<file path="src/rtl/gx_tx_sched.sv">
// Transmit frame scheduler: round-robin between two requesters, emits
// SOF / payload / checksum / EOF bursts separated by K28.5 idle words.
module gx_tx_sched #(
    parameter logic [15:0] IDLE_WORD = 16'hBC50,
    parameter logic [7:0]  SOF_K     = 8'hFB,
    parameter logic [7:0]  EOF_K     = 8'hFD,
    parameter int unsigned IDLE_GAP  = 4
) (
    input  logic        clk,
    input  logic        rst,
    input  logic        link_up,
    input  logic        a0_req,
    input  logic [7:0]  a0_len,
    input  logic [15:0] a0_data,
    output logic        a0_rd,
    output logic        a0_done,
    input  logic        a1_req,
    input  logic [7:0]  a1_len,
    input  logic [15:0] a1_data,
    output logic        a1_rd,
    output logic        a1_done,
    output logic [15:0] tx_datain,
    output logic [1:0]  tx_ctrlenable,
    output logic        busy,
    output logic        grant_id,
    output logic        frame_abort
);

    localparam logic [3:0] GAP_MAX = 4'(IDLE_GAP);

    // The SOF word is launched by the arbitration edge itself, so the
    // state register tracks the word being fetched, not the word on the wire.
    typedef enum logic [1:0] {
        S_GAP  = 2'd0,
        S_DATA = 2'd1,
        S_CSUM = 2'd2,
        S_EOF  = 2'd3
    } state_t;

    state_t      state_r, state_s;
    logic [3:0]  gap_r, gap_s;
    logic [7:0]  cnt_r, cnt_s;
    logic [15:0] csum_r, csum_s;
    logic        grant_r, grant_s;
    logic [15:0] tx_data_r, tx_data_s;
    logic [1:0]  tx_ctrl_r, tx_ctrl_s;
    logic        busy_r, busy_s;
    logic        done0_r, done0_s;
    logic        done1_r, done1_s;
    logic        abort_r, abort_s;

    logic        rd_s;
    logic        win_s;
    logic [7:0]  win_len_s;
    logic [15:0] sel_data_s;

    assign rd_s       = (state_r == S_DATA) && link_up;
    assign win_s      = (a0_req && a1_req) ? ~grant_r : (a0_req ? 1'b0 : 1'b1);
    assign win_len_s  = win_s ? a1_len : a0_len;
    assign sel_data_s = grant_r ? a1_data : a0_data;

    assign a0_rd         = rd_s && !grant_r;
    assign a1_rd         = rd_s && grant_r;
    assign a0_done       = done0_r;
    assign a1_done       = done1_r;
    assign tx_datain     = tx_data_r;
    assign tx_ctrlenable = tx_ctrl_r;
    assign busy          = busy_r;
    assign grant_id      = grant_r;
    assign frame_abort   = abort_r;

    // Next-state and next-output decode for the framing FSM.
    always_comb begin
        state_s   = state_r;
        gap_s     = gap_r;
        cnt_s     = cnt_r;
        csum_s    = csum_r;
        grant_s   = grant_r;
        tx_data_s = IDLE_WORD;
        tx_ctrl_s = 2'b10;
        busy_s    = busy_r;
        done0_s   = 1'b0;
        done1_s   = 1'b0;
        abort_s   = 1'b0;
        case (state_r)
            S_GAP: begin
                if (!link_up) begin
                    gap_s = 4'd0;
                end else if ((gap_r == GAP_MAX) && (a0_req || a1_req)) begin
                    grant_s   = win_s;
                    cnt_s     = win_len_s;
                    csum_s    = 16'd0;
                    tx_data_s = {SOF_K, win_len_s};
                    tx_ctrl_s = 2'b10;
                    busy_s    = 1'b1;
                    state_s   = S_DATA;
                end else if (gap_r != GAP_MAX) begin
                    gap_s = gap_r + 4'd1;
                end else begin
                    gap_s = gap_r;
                end
            end
            S_DATA: begin
                if (!link_up) begin
                    state_s = S_GAP;
                    gap_s   = 4'd0;
                    busy_s  = 1'b0;
                    abort_s = 1'b1;
                end else begin
                    tx_data_s = sel_data_s;
                    tx_ctrl_s = 2'b00;
                    csum_s    = csum_r + sel_data_s;
                    cnt_s     = cnt_r - 8'd1;
                    if (cnt_r == 8'd0) begin
                        state_s = S_CSUM;
                    end else begin
                        state_s = S_DATA;
                    end
                end
            end
            S_CSUM: begin
                if (!link_up) begin
                    state_s = S_GAP;
                    gap_s   = 4'd0;
                    busy_s  = 1'b0;
                    abort_s = 1'b1;
                end else begin
                    tx_data_s = csum_r;
                    tx_ctrl_s = 2'b00;
                    state_s   = S_EOF;
                end
            end
            S_EOF: begin
                if (!link_up) begin
                    state_s = S_GAP;
                    gap_s   = 4'd0;
                    busy_s  = 1'b0;
                    abort_s = 1'b1;
                end else begin
                    tx_data_s = {EOF_K, 8'h00};
                    tx_ctrl_s = 2'b10;
                    done0_s   = !grant_r;
                    done1_s   = grant_r;
                    busy_s    = 1'b0;
                    gap_s     = 4'd0;
                    state_s   = S_GAP;
                end
            end
            default: begin
                state_s = S_GAP;
                gap_s   = 4'd0;
                busy_s  = 1'b0;
            end
        endcase
    end

    // State and output registers with synchronous reset.
    always_ff @(posedge clk) begin
        if (rst) begin
            state_r   <= S_GAP;
            gap_r     <= 4'd0;
            cnt_r     <= 8'd0;
            csum_r    <= 16'd0;
            grant_r   <= 1'b1;
            tx_data_r <= IDLE_WORD;
            tx_ctrl_r <= 2'b10;
            busy_r    <= 1'b0;
            done0_r   <= 1'b0;
            done1_r   <= 1'b0;
            abort_r   <= 1'b0;
        end else begin
            state_r   <= state_s;
            gap_r     <= gap_s;
            cnt_r     <= cnt_s;
            csum_r    <= csum_s;
            grant_r   <= grant_s;
            tx_data_r <= tx_data_s;
            tx_ctrl_r <= tx_ctrl_s;
            busy_r    <= busy_s;
            done0_r   <= done0_s;
            done1_r   <= done1_s;
            abort_r   <= abort_s;
        end
    end

endmodule

</file>
<file path="config.mk">
export PLATFORM = sky130hd
export DESIGN_NAME = gx_tx_sched
export DESIGN_NICKNAME = d
export VERILOG_FILES = /design/src/rtl/gx_tx_sched.sv
export SDC_FILE = /design/constraint.sdc
export NUM_CORES = 1
export LEC_CHECK = 0
export CAP_MARGIN = 40
export CORE_ASPECT_RATIO = 0.6
export CORE_MARGIN = 5
export CORE_UTILIZATION = 51
export DETAILED_ROUTE_END_ITERATION = 8
export MAX_ROUTING_LAYER = met4
export PLACE_DENSITY = 0.88
export SLEW_MARGIN = 25
export SYNTH_ARGS = -nofsm -noshare
export SYNTH_HDL_FRONTEND = slang
export SYNTH_SLANG_ARGS = --single-unit
</file>
<file path="constraint.sdc">
create_clock -name clk -period 3.5 [get_ports clk]
set_clock_uncertainty 0.2 [all_clocks]
set_input_delay 0.7 -clock clk [delete_from_list [all_inputs] [get_ports clk]]
set_output_delay 0.7 -clock clk [all_outputs]
set_load 0.02 [all_outputs]
</file>
Word level (Yosys, flattened, before mapping)
Index checks and enable logic that the tools add are counted.
{ "totals": {"ff_bits": 53, "in_bits": 53, "output_inout_bits": 25} }
{ "classes": {"n_bitwise": 4, "reduce_logical": 20, "eq_ne": 11, "n_mux": 36, "addsub": 3} }
{ "ops": {"columns": ["cell", "count"], "rows": [
  ["2-to-1 mux 16 bit", 6],
  ["case mux 16 bit (4 select lines)", 1],
  ["2-to-1 mux 15 bit", 3],
  ["2-to-1 mux 8 bit", 4],
  ["case mux 16 bit (2 select lines)", 1],
  ["adder 16 bit", 1],
  ["2-to-1 mux 4 bit", 4],
  ["case mux 8 bit (2 select lines)", 1],
  ["2-to-1 mux 2 bit", 6],
  ["case mux 4 bit (3 select lines)", 1],
  ["AND reduction 3 bit", 3],
  ["zero test 8 bit", 1],
  ["!= test 2 bit, second input constant", 4],
  ["case mux 2 bit (4 select lines)", 1],
  ["subtractor 8 x 1 -> 8 bit, second input constant", 1],
  ["2-to-1 mux 1 bit", 6],
  ["!= test 3 bit, second input constant", 2],
  ["OR reduction 2 bit", 3],
  ["OR reduction 3 bit", 2],
  ["logical AND 1 bit", 5],
  ["adder 4 x 1 -> 4 bit, second input constant", 1],
  ["== test 2 bit, second input constant", 2],
  ["== test 4 x 3 -> 1 bit, second input constant", 1],
  ["!= test 4 x 3 -> 1 bit, second input constant", 1],
  ["other kinds (10)", 13]
]} }

Longest topological paths before layout
{ "logic_depth": {"word_depth": 6, "ltp_mapped": 10, "mapped_depth_nobuf": 9} }

Worst setup path after synthesis
Ideal clock, no wire load.
{ "synth_timing": {"kind": "register -> register", "start": "register grant_r (netlist: grant_id)", "end": "register csum_r[12]", "arrival_time_ps": 2971, "path_stages_with_launch": 11, "setup_slack_ps": 212, "period_less_slack_ps": 3288, "setup_time_ps": 117, "path_buffers": 1, "required_time_ps": 3183, "path_cell_list": "dfxtp_1 > buf_2 > mux2_2 > ha_1 > fa_1 > a21oi_1 > nand4b_1 > a21boi_2 > o311a_1 > or3_1 > a32o_1"} }
{ "synth_between": {"elab_chain_cells": 4} }
{ "synth_lines": {"columns": ["item", "line_no", "rtl"], "rows": [
  ["start: declaration", "44", "logic grant_r, grant_s;"],
  ["start signal: assignment", "176", "grant_r <= grant_s;"],
  ["2-to-1 mux 16 bit", "60", "assign sel_data_s = grant_r ? a1_data : a0_data;"],
  ["adder 16 bit", "112", "csum_s = csum_r + sel_data_s;"],
  ["2-to-1 mux 16 bit", "104", "if (!link_up) begin"],
  ["case mux 16 bit (2 select lines)", "85", "case (state_r)"],
  ["end signal: assignment", "175", "csum_r <= csum_s;"],
  ["end: declaration", "43", "logic [15:0] csum_r, csum_s;"]
]} }
Every way passes these cells. The select of a mux whose other input is x is not followed.
A chain may end at the register's enable or synchronous reset.

Worst setup path in the final report
{ "layout_timing": {"start": "input port a1_data[0]", "end": "register csum_r[12]"} }
{ "layout_between": {"elab_chain_cells": 4} }
{ "layout_lines": {"columns": ["item", "line_no", "rtl"], "rows": [
  ["start: declaration", "19", "input logic [15:0] a1_data,"],
  ["2-to-1 mux 16 bit", "60", null],
  ["adder 16 bit", "112", null],
  ["2-to-1 mux 16 bit", "104", null],
  ["case mux 16 bit (2 select lines)", "85", null]
]} }
Every way passes these cells. The select of a mux whose other input is x is not followed.

==> reports/metrics.yaml <==
die:
  die_w_um: 114.8
  die_h_um: 72.88
  die-area_um2: 8367
  rows: 22
  initial_core_util: 0.5378
  ios: 78
  core_area_um2: 6248
yosys:
  avgSynthCellArea_um2: 8.339
  synth_flop_cell: "dfxtp_1"
  yosysSeqAreaShare: 0.3098
  ys_ff_latch: 52
  netlist_instances: 403
  ys_types: 59
  syn_nets: 480
  synth_edf_count: 0
  ys_warn_count: 0
  syn_area_um2: 3361
  async_flop_share: 0
clock_tree:
  cts_buffer_depth: 2
  numCtsBuffers: 5
  clk_latency_ps: 310
  cts_tree: "done"
  cts_sinks: 52
  postCtsHoldBufs: 0
  post_cts_resized: 0
  cts.repair_timing.setup_buffer_count: 0
  clk_pin_slew_worst_paths_ps: 100
  cts-root-buf: "clkbuf_8"
  cts_max_level: 2
route:
  route.vias.total: 3478
  drt-vias-per-instance: 6.156
  drc_errors: 0
  wl_per_cell_um: 17.41
  dr.first_iter.drc_count: 354
  routed_wl_mm: 9.834
  ant_nets: 0
  drt_first_pass_iters: 5
setup_path:
  critPathLaunchType: "input port"
  cp-end-kind: "flop"
  worstSetupPathType: "in -> reg"
  cp.arrival_ps: 3370
  startpoint: "a1_data[0]"
  critPathMaxStageDelay_ps: 410
  path_max_fanout: 2
  cp_slowest_cell: "fa_1"
  required_ps: 3510
  r2r_slack_ps: 220
  cp_cell_sequence: "clkdlybuf4s50_1, mux2_2, ha_1, fa_1, a21oi_1, nand4b_1, a21boi_2, o311a_1, or3_1, a32o_1"
  reg2reg_from: "grant_id"
placed_design:
  place_congestion: 0.9418
  place_ws_ps: -154.1
  place.port_buffers: 76
  post-dp-hpwl_mm: 7.482
power_and_ir_drop:
  p_leak_nw: 1.719
  p_sw_uw: 347.9
  pwr-share-clk: 0.292
  p_sw_frac: 0.2880
  power_mw: 1.208
  vdd_drop_max_uv: 174.6
  power_frac_seq: 0.503
  power_density_nw_per_um2: 278.9
  intPower_uw: 859.9
  pwr-share-comb: 0.204
sta:
  hold_viol: 0
  slew_viol_final: 0
  worst_slack_ps: 146.9
  setup_viol_count_final: 0
  min_period_ps: 3353
  timing.final.crit_share: 0.9580
  tightestPinTransition_ps: 637.1
  rsz0062_at_grt: "false"
  max_slew_margin: 0.5737
  fmax_ghz: 0.2982
global_routing:
  grt_max_degree: 31
  grt.total_usage: 0.2352
  grt_pass1_vias: 3175
  overflow: 0
  grt_pass1_wl_mm: 15.31
  antenna_found_initial: 0
flow_run:
  drv_cap: 0
cells_and_area:
  nNetsFinal: 557
  insertedDiodeCount: 0
  fillCellCount: 480
  final_layout_size_suffix_gt1_frac: 0.09148
  syn2layout_area_growth_pct: 28.85
min_path:
  hold_path_class: "reg -> reg"
  hold_start: "cnt_r[0]"
run_status:
  outcome: "complete, no violations"
-- cells by family after synthesis --
logic type / Yosys count / synth area share
compound gates: 126 / 0.2476
simple gates: 125 / 0.1824
flops: 52 / 0.3098
mux: 33 / 0.1042
buf+inv: 33 / 0.03984
fa+ha+maj: 24 / 0.09159
xor+xnor: 9 / 0.02346
other cells: 1 / 0.001116
-- routing by layer --
| metal | wire (µm) | share of wire | GRT usage | up-vias |
|---|---|---|---|---|
| li1 | - | - | - | 1648 |
| met1 | 4488 | 0.46 | 0.3390 | 1580 |
| met2 | 4068 | 0.41 | 0.3378 | 230 |
| met3 | 1136 | 0.12 | 0.04640 | 20 |
| met4 | 140 | 0.014 | 0.05599 | 0 |
| met5 | 0 | 0 | - | - |
-- power groups by stage --
stage / combinational (mW) / sequential, mW / clock, mW
global route: 0.266 / 0.609 / 0.375
global placement: 0.235 / 0.621 / 0
floorplan: 0.128 / 0.625 / 0
finish: 0.247 / 0.608 / 0.353
detailed placement: 0.242 / 0.622 / 0
CTS: 0.243 / 0.608 / 0.357
-- metrics by stage --
stage | instances | util | area [µm²] | setup TNS [ps] | hold slack [ps]
after global placement | 557 | 0.6790 | 4243 | -92.79 | 267.2
final | 565 | 0.6930 | 4330 | 0 | 305.4
after floorplan | 403 | - | 3361 | 0 | 248.9
after global routing | 565 | 0.6930 | 4330 | 0 | 331.4
after detailed placement | 557 | 0.6790 | 4243 | -154.1 | 283.4
after CTS | 565 | 0.6930 | 4330 | 0 | 297.4
-- layout by cell type, fill, tap and decap left out, types with 6 or more instances in the layout --
cell and n:
clkdlybuf4s50_1 76, dfxtp_1 52, nand2_1 37, nor2_1 35
o21ai_0 31, a21oi_1 30, ha_1 23, mux2i_1 17
mux2_2 16, a22oi_1 16, inv_1 13, buf_4 13
nor3_1 9, o22ai_1 8, xnor2_1 8, nand3_1 7
nor4_1 6, a22o_1 6
-- synth_stat cells, drive strengths merged (5+ instances only) --
| master | number | area share |
|---|---|---|
| dfxtp | 52 | 0.31 |
| nand2 | 37 | 0.041 |
| nor2 | 35 | 0.039 |
| o21ai | 33 | 0.049 |
| a21oi | 32 | 0.052 |
| ha | 23 | 0.086 |
| mux2i | 17 | 0.051 |
| a22oi | 16 | 0.036 |
| mux2 | 16 | 0.054 |
| clkbuf | 13 | 0.015 |
| inv | 13 | 0.015 |
| nor3 | 10 | 0.018 |
| o22ai | 8 | 0.015 |
| xnor2 | 8 | 0.021 |
| nand3 | 7 | 0.010 |
| a22o | 6 | 0.016 |
| buf | 6 | 0.0097 |
| nor4 | 6 | 0.011 |
| a21o | 5 | 0.011 |
| and3 | 5 | 0.0093 |
| nand4 | 5 | 0.0093 |
-- final timing paths --
kind / depth (start not counted) / endpoint
worst max-delay path: 10 / csum_r[12]
worst min-delay path: 2 / cnt_r[0]
worst max register to register: 9 / csum_r[15]
worst min register to register: 2 / cnt_r[0]
-- critical path, delay by kind of cell --
family          cells  cell delay [ps]
mux                 1              280
fa+ha+maj           2              620
buf+inv             1              400
compound gates      4              860
simple gates        2              490
-- layout make-up --
type                    instances  area, µm²  area share
flip-flops and latches         52       1041      0.2404
clock buffers                   5      68.82     0.01589
multi-input cells             318       2186      0.5048
repair buffers                 89      858.3      0.1982
clock inverters                 3      18.77    0.004334
well taps                      84      105.1     0.02427
inverters                      14      52.55     0.01214
-- sequential cells by signal, indices dropped and copies added (netlist names) --
signal	count
cnt_r	8
a0_done	1
a1_done	1
grant_id	1
state_r	2
busy	1
tx_ctrlenable	1
gap_r	4
frame_abort	1
csum_r	16
tx_datain	16
No activity file was read; power rests on OpenSTA's default activity.
==> RTL edit 1, RTL diff (config.mk and constraints unchanged) <==
Reset style: asynchronous (`rst`), changed in one clocked block. Comments in the files are not updated.
--- a/src/rtl/gx_tx_sched.sv
+++ b/src/rtl/gx_tx_sched.sv
@@ -155,7 +155,7 @@
     end
 
     // State and output registers with synchronous reset.
-    always_ff @(posedge clk) begin
+    always_ff @(posedge clk or posedge rst) begin
         if (rst) begin
             state_r   <= S_GAP;
             gap_r     <= 4'd0;
Formal check against the unedited RTL: differs if rst is asserted again (counterexample within 10 cycles, from zero or initial values and one cycle with rst high); with rst held inactive, the same outputs for 10 cycles.
==> RTL edit 1 against the unedited design <==
- area after synthesis rose by 3.9%
- fmax rose by 0.30%
- sequential cell count did not move
- wire length rose by 1.3%
- cell area rose by 5.1%
- worst setup slack improved by 0.010 ns
- highest routed layer unchanged
Power is not compared: it rests on default switching activity, and its combinational part moved more than twofold at a synthesized area within 25%.
==> RTL edit 1: results (changes against the unedited design) <==
Status: finished, final reports clean
Maximum fanout along the worst path: 13 (+11)
Routed wire length: 9.97 mm (+1.3%)
Seq/Total Area, Yosys: 0.376 (+0.0661)
Detail Placement HPWL: 7.34 mm (-1.8%)
Met1 Usage GRT: 0.317 (-0.0220)
Crit path capture: csum_r[15]
Drt wl/cell: 17.9 µm (+2.6%)
Hold Path End: busy
Vias/cell: 6.07 (-1.4%)
Leading cell types by count after synthesis: 55 x nand2_1, 43 x dfrtp_1, 29 x a21oi_1
First-pass GRT wire length: 15.8 mm (+3.0%)
Cell Area, Placed: 4400 µm² (+3.7%)
Share of layout cells above drive strength 1: 0.123 (+0.0317)
GR Util All Layers: 0.239 (+0.00372)
Global placer's final weighted congestion: 0.918 (-2.5%)
Worst slew pin tran: 0.762 ns (+0.125 ns)
M1 WL: 4.21 mm (-6.1%)
Post-synthesis adder-cell area fraction: 0.0881 (-0.00345)
Metal3 WL: 1.06 mm (-7.0%)
Pre-CTS setup slack: 0.0781 ns (+0.232 ns)
Mux share of post-synthesis cell area: 0.104 (about the same)
GR Layer Usage met3: 0.0447 (-0.00168)
HP Start: busy
Asr flop ratio synth: 1.00 (+1.00)
CP Launch Point: grant_id
Clk root buf: clkbuf_16
Ranking of synthesized cells by area: dfrtp_1 31%, ha_1 8.2%, dfstp_2 6.8%, mux2_2 6.1%, nand2_1 5.9%
Hold path depth: 1 (-1)
Slowest cell on crit path: dfstp_2
Top cell type's share of synthesized area: 0.308 (-0.00162)
Post-Synthesis Cells: 391 (-3.0%)
Met2 Resource Use GR: 0.381 (+0.0427)
Met2 wire len: 4.59 mm (+13%)
Post-Synth XOR/XNOR Area: 0.0226 (-0.000882)
## RTL edit 1: changes by cell type after synthesis, moves of 8 or more
| cell | before | now |
|---|---|---|
| dfxtp_1 | 52 | 0 |
| dfrtp_1 | 0 | 43 |
| nand2_1 | 37 | 55 |
| nor2_1 | 35 | 25 |
| dfstp_2 | 0 | 9 |
| nand3_1 | 7 | 15 |
## RTL edit 1: cell type report
type | instances | area [µm²]
inverters | 18 | 67.6
multi-input cells | 305 | 2050
fillers | 533 | 2120
repair buffers | 88 | 863
clock inverters | 2 | 15.0
well taps | 87 | 109
clock buffers | 6 | 139
flip-flops and latches | 52 | 1310
## RTL edit 1: power groups by stage
stage / logic (mW) / clock network (mW) / registers [mW]
after floorplan: 1.17 / 0 / 1.08
after global placement: 1.72 / 0 / 1.02
after detailed placement: 1.80 / 0 / 1.03
after CTS: 1.82 / 0.516 / 1.02
after global routing: 2.02 / 0.545 / 1.05
final: 1.86 / 0.518 / 1.03
==> RTL edit 2, RTL diff (config.mk and constraints unchanged) <==
Without the edit above. `SOF_K`: 8'hFB -> 8'hBC.
--- a/src/rtl/gx_tx_sched.sv
+++ b/src/rtl/gx_tx_sched.sv
@@ -2,7 +2,7 @@
 // SOF / payload / checksum / EOF bursts separated by K28.5 idle words.
 module gx_tx_sched #(
     parameter logic [15:0] IDLE_WORD = 16'hBC50,
-    parameter logic [7:0]  SOF_K     = 8'hFB,
+    parameter logic [7:0]  SOF_K     = 8'hBC,
     parameter logic [7:0]  EOF_K     = 8'hFD,
     parameter int unsigned IDLE_GAP  = 4
 ) (
Behaviour: not the same (a bounded check fails within 10 cycles, from zero or initial values and one cycle with rst high).
==> RTL edit 2 against the unedited design <==
- non-clock buffer count shrank 5
- count of clock-buffer cells in the layout did not move
- area after synthesis decreased by 4.1%
- sequential cell count unchanged
- wire length decreased by 4.7%
- cell count down 3.5%
- core utilization decreased by 0.84 points
- power rose by 12%
- fmax hardly changed
- worst setup slack improved by 0.0023 ns
- via count decreased by 5.8%
- global-route usage shrank 0.20 points
- critical path depth unchanged
- cell area fell by 2.9%
- critical endpoint is now csum_r[14]
- highest routed layer unchanged
==> RTL edit 2: results (changes against the unedited design) <==
Status: finished, final reports clean
Worst path max stage delay: 0.42 ns
Seq/Total Area, Yosys: 0.323 (+0.0131)
Top FF cell, synth: dfxtp_1
Setup Fix Bufs, Post-CTS: 0 (unchanged)
Reg clk slew, reported paths: 0.10 ns (about the same)
FF-to-FF path depth: 9 (unchanged)
Share of layout cells above drive strength 1: 0.0998 (+0.00831)
Slowest cell on crit path: fa_1
R2R setup slack: 0.31 ns (+0.09 ns)
Post-Synthesis Cells: 388 (-3.7%)
Hold path depth: 2 (unchanged)
Leak Pwr: 1.66 nW (-3.5%)
Leading cell types by count after synthesis: 52 x dfxtp_1, 43 x nor2_1, 33 x nand2_1
Global placer's final weighted congestion: 0.922 (-2.1%)
Largest net degree at the start of global routing: 24 (-23%)
Ys Warns: 0 (unchanged)
Peak supply drop: 0.224 mV (+28%)
Final non-filler cell total: 545 (-3.5%)
# placed instances: 538 (-3.4%)
Worst slew pin tran: 0.755 ns (+0.118 ns)
HP Start: csum_r[10]
Worst-Skew Late Latency: 0.31 ns (about the same)
CTS Buffer Depth: 2 (unchanged)
GR Util All Layers: 0.233 (-0.00196)
CP Launch Point: a0_data[0]
Initial antenna violation count: 0 (unchanged)
Cell Area, Placed: 4070 µm² (-4.0%)
Routed wire length: 9.37 mm (-4.7%)
Post-Syn Nets: 464 (-3.3%)
Asr flop ratio synth: 0 (unchanged)
Worst hold slack: 0.277 ns (-0.0279 ns)
Filler instances: 496 (+3.3%)
Detail Placement HPWL: 7.10 mm (-5.1%)
Ranking of synthesized cells by area: dfxtp_1 32%, ha_1 8.5%, mux2_2 5.2%, nor2_1 5.0%, a21oi_1 4.5%
First-pass GRT wire length: 15.1 mm (-1.3%)
Synth unique cells: 54 (-8.5%)
Initial drt markers: 334 (-5.6%)
Vias in the first global route: 3074 (-3.2%)
Reg2reg end: csum_r[14]
Critical path arrival: 3.37 ns (about the same)
FF-to-FF Start: grant_id
Hold Path End: csum_r[10]
Pre-CTS setup slack: -0.133 ns (+0.0208 ns)
Maximum fanout along the worst path: 3 (+1)
Inserted Diodes: 0 (unchanged)
Vias/cell: 6.01 (-2.4%)
RTL edit 2: cell types whose count changed in the layout (fill, tap and decap cells not counted), sizes merged, moves of 4 or more:
cell,change
a22o,-6
xor2,+6
nand2,-4
nand3,+6
nor2,+9
o21ai,+4
nor4,-4
o211ai,+5
buf,-5
mux2i,-7
RTL edit 2: how the worst max path moves through the flow:
stage,to,slack (ns)
global placement,csum_r[12],-0.03
floorplan,csum_r[12],0.41
global route,csum_r[14],0.01
finish,csum_r[14],0.15
CTS,csum_r[14],0.20
detailed placement,csum_r[14],-0.13
RTL edit 2: power breakdown:
part / total, mW / internal, mW / switching [mW] / leakage, nW
logic: 0.249 / 0.120 / 0.129 / 1.18
registers: 0.608 / 0.601 / 0.00680 / 0.420
clock network: 0.493 / 0.282 / 0.211 / 0.0642
RTL edit 2: cell families after synthesis:
| group | share of synthesized area |
|---|---|
| other | 0.00116 |
| multiplexers | 0.0834 |
| AND/OR/NAND/NOR | 0.188 |
| AO/OA/AOI/OAI | 0.236 |
| buffers and inverters | 0.0411 |
| adder cells (fa/ha/maj) | 0.0916 |
| flip-flops | 0.323 |
| XOR/XNOR | 0.0353 |
RTL edit 2: critical path: cells and delay by family:
| kind | cells | cell delay [ns] |
|---|---|---|
| AOI/OAI and AO/OA | 5 | 0.98 |
| adders and majority gates | 2 | 0.65 |
| buffers and inverters | 1 | 0.41 |
| muxes | 1 | 0.29 |
| and+or+nand+nor | 1 | 0.33 |
RTL edit 2: area by class of cell:
class                           instances  area, µm²  share of cell area
Multi-Input combinational cell        303       2050               0.488
Tap cell                               84        105              0.0250
Timing Repair Buffer                   84        821               0.195
Clock inverter                          2       60.1              0.0143
Inverter                               15       56.3              0.0134
Clock buffer                            5       68.8              0.0164
Sequential cell                        52       1040               0.248
RTL edit 2: layer usage:
metal / GRT usage / part of all wire / vias up
li1: - / - / 1546
met1: 0.318 / 0.44 / 1515
met2: 0.352 / 0.44 / 195
met3: 0.0565 / 0.10 / 20
met4: 0.0493 / 0.018 / 0
met5: - / 0 / -
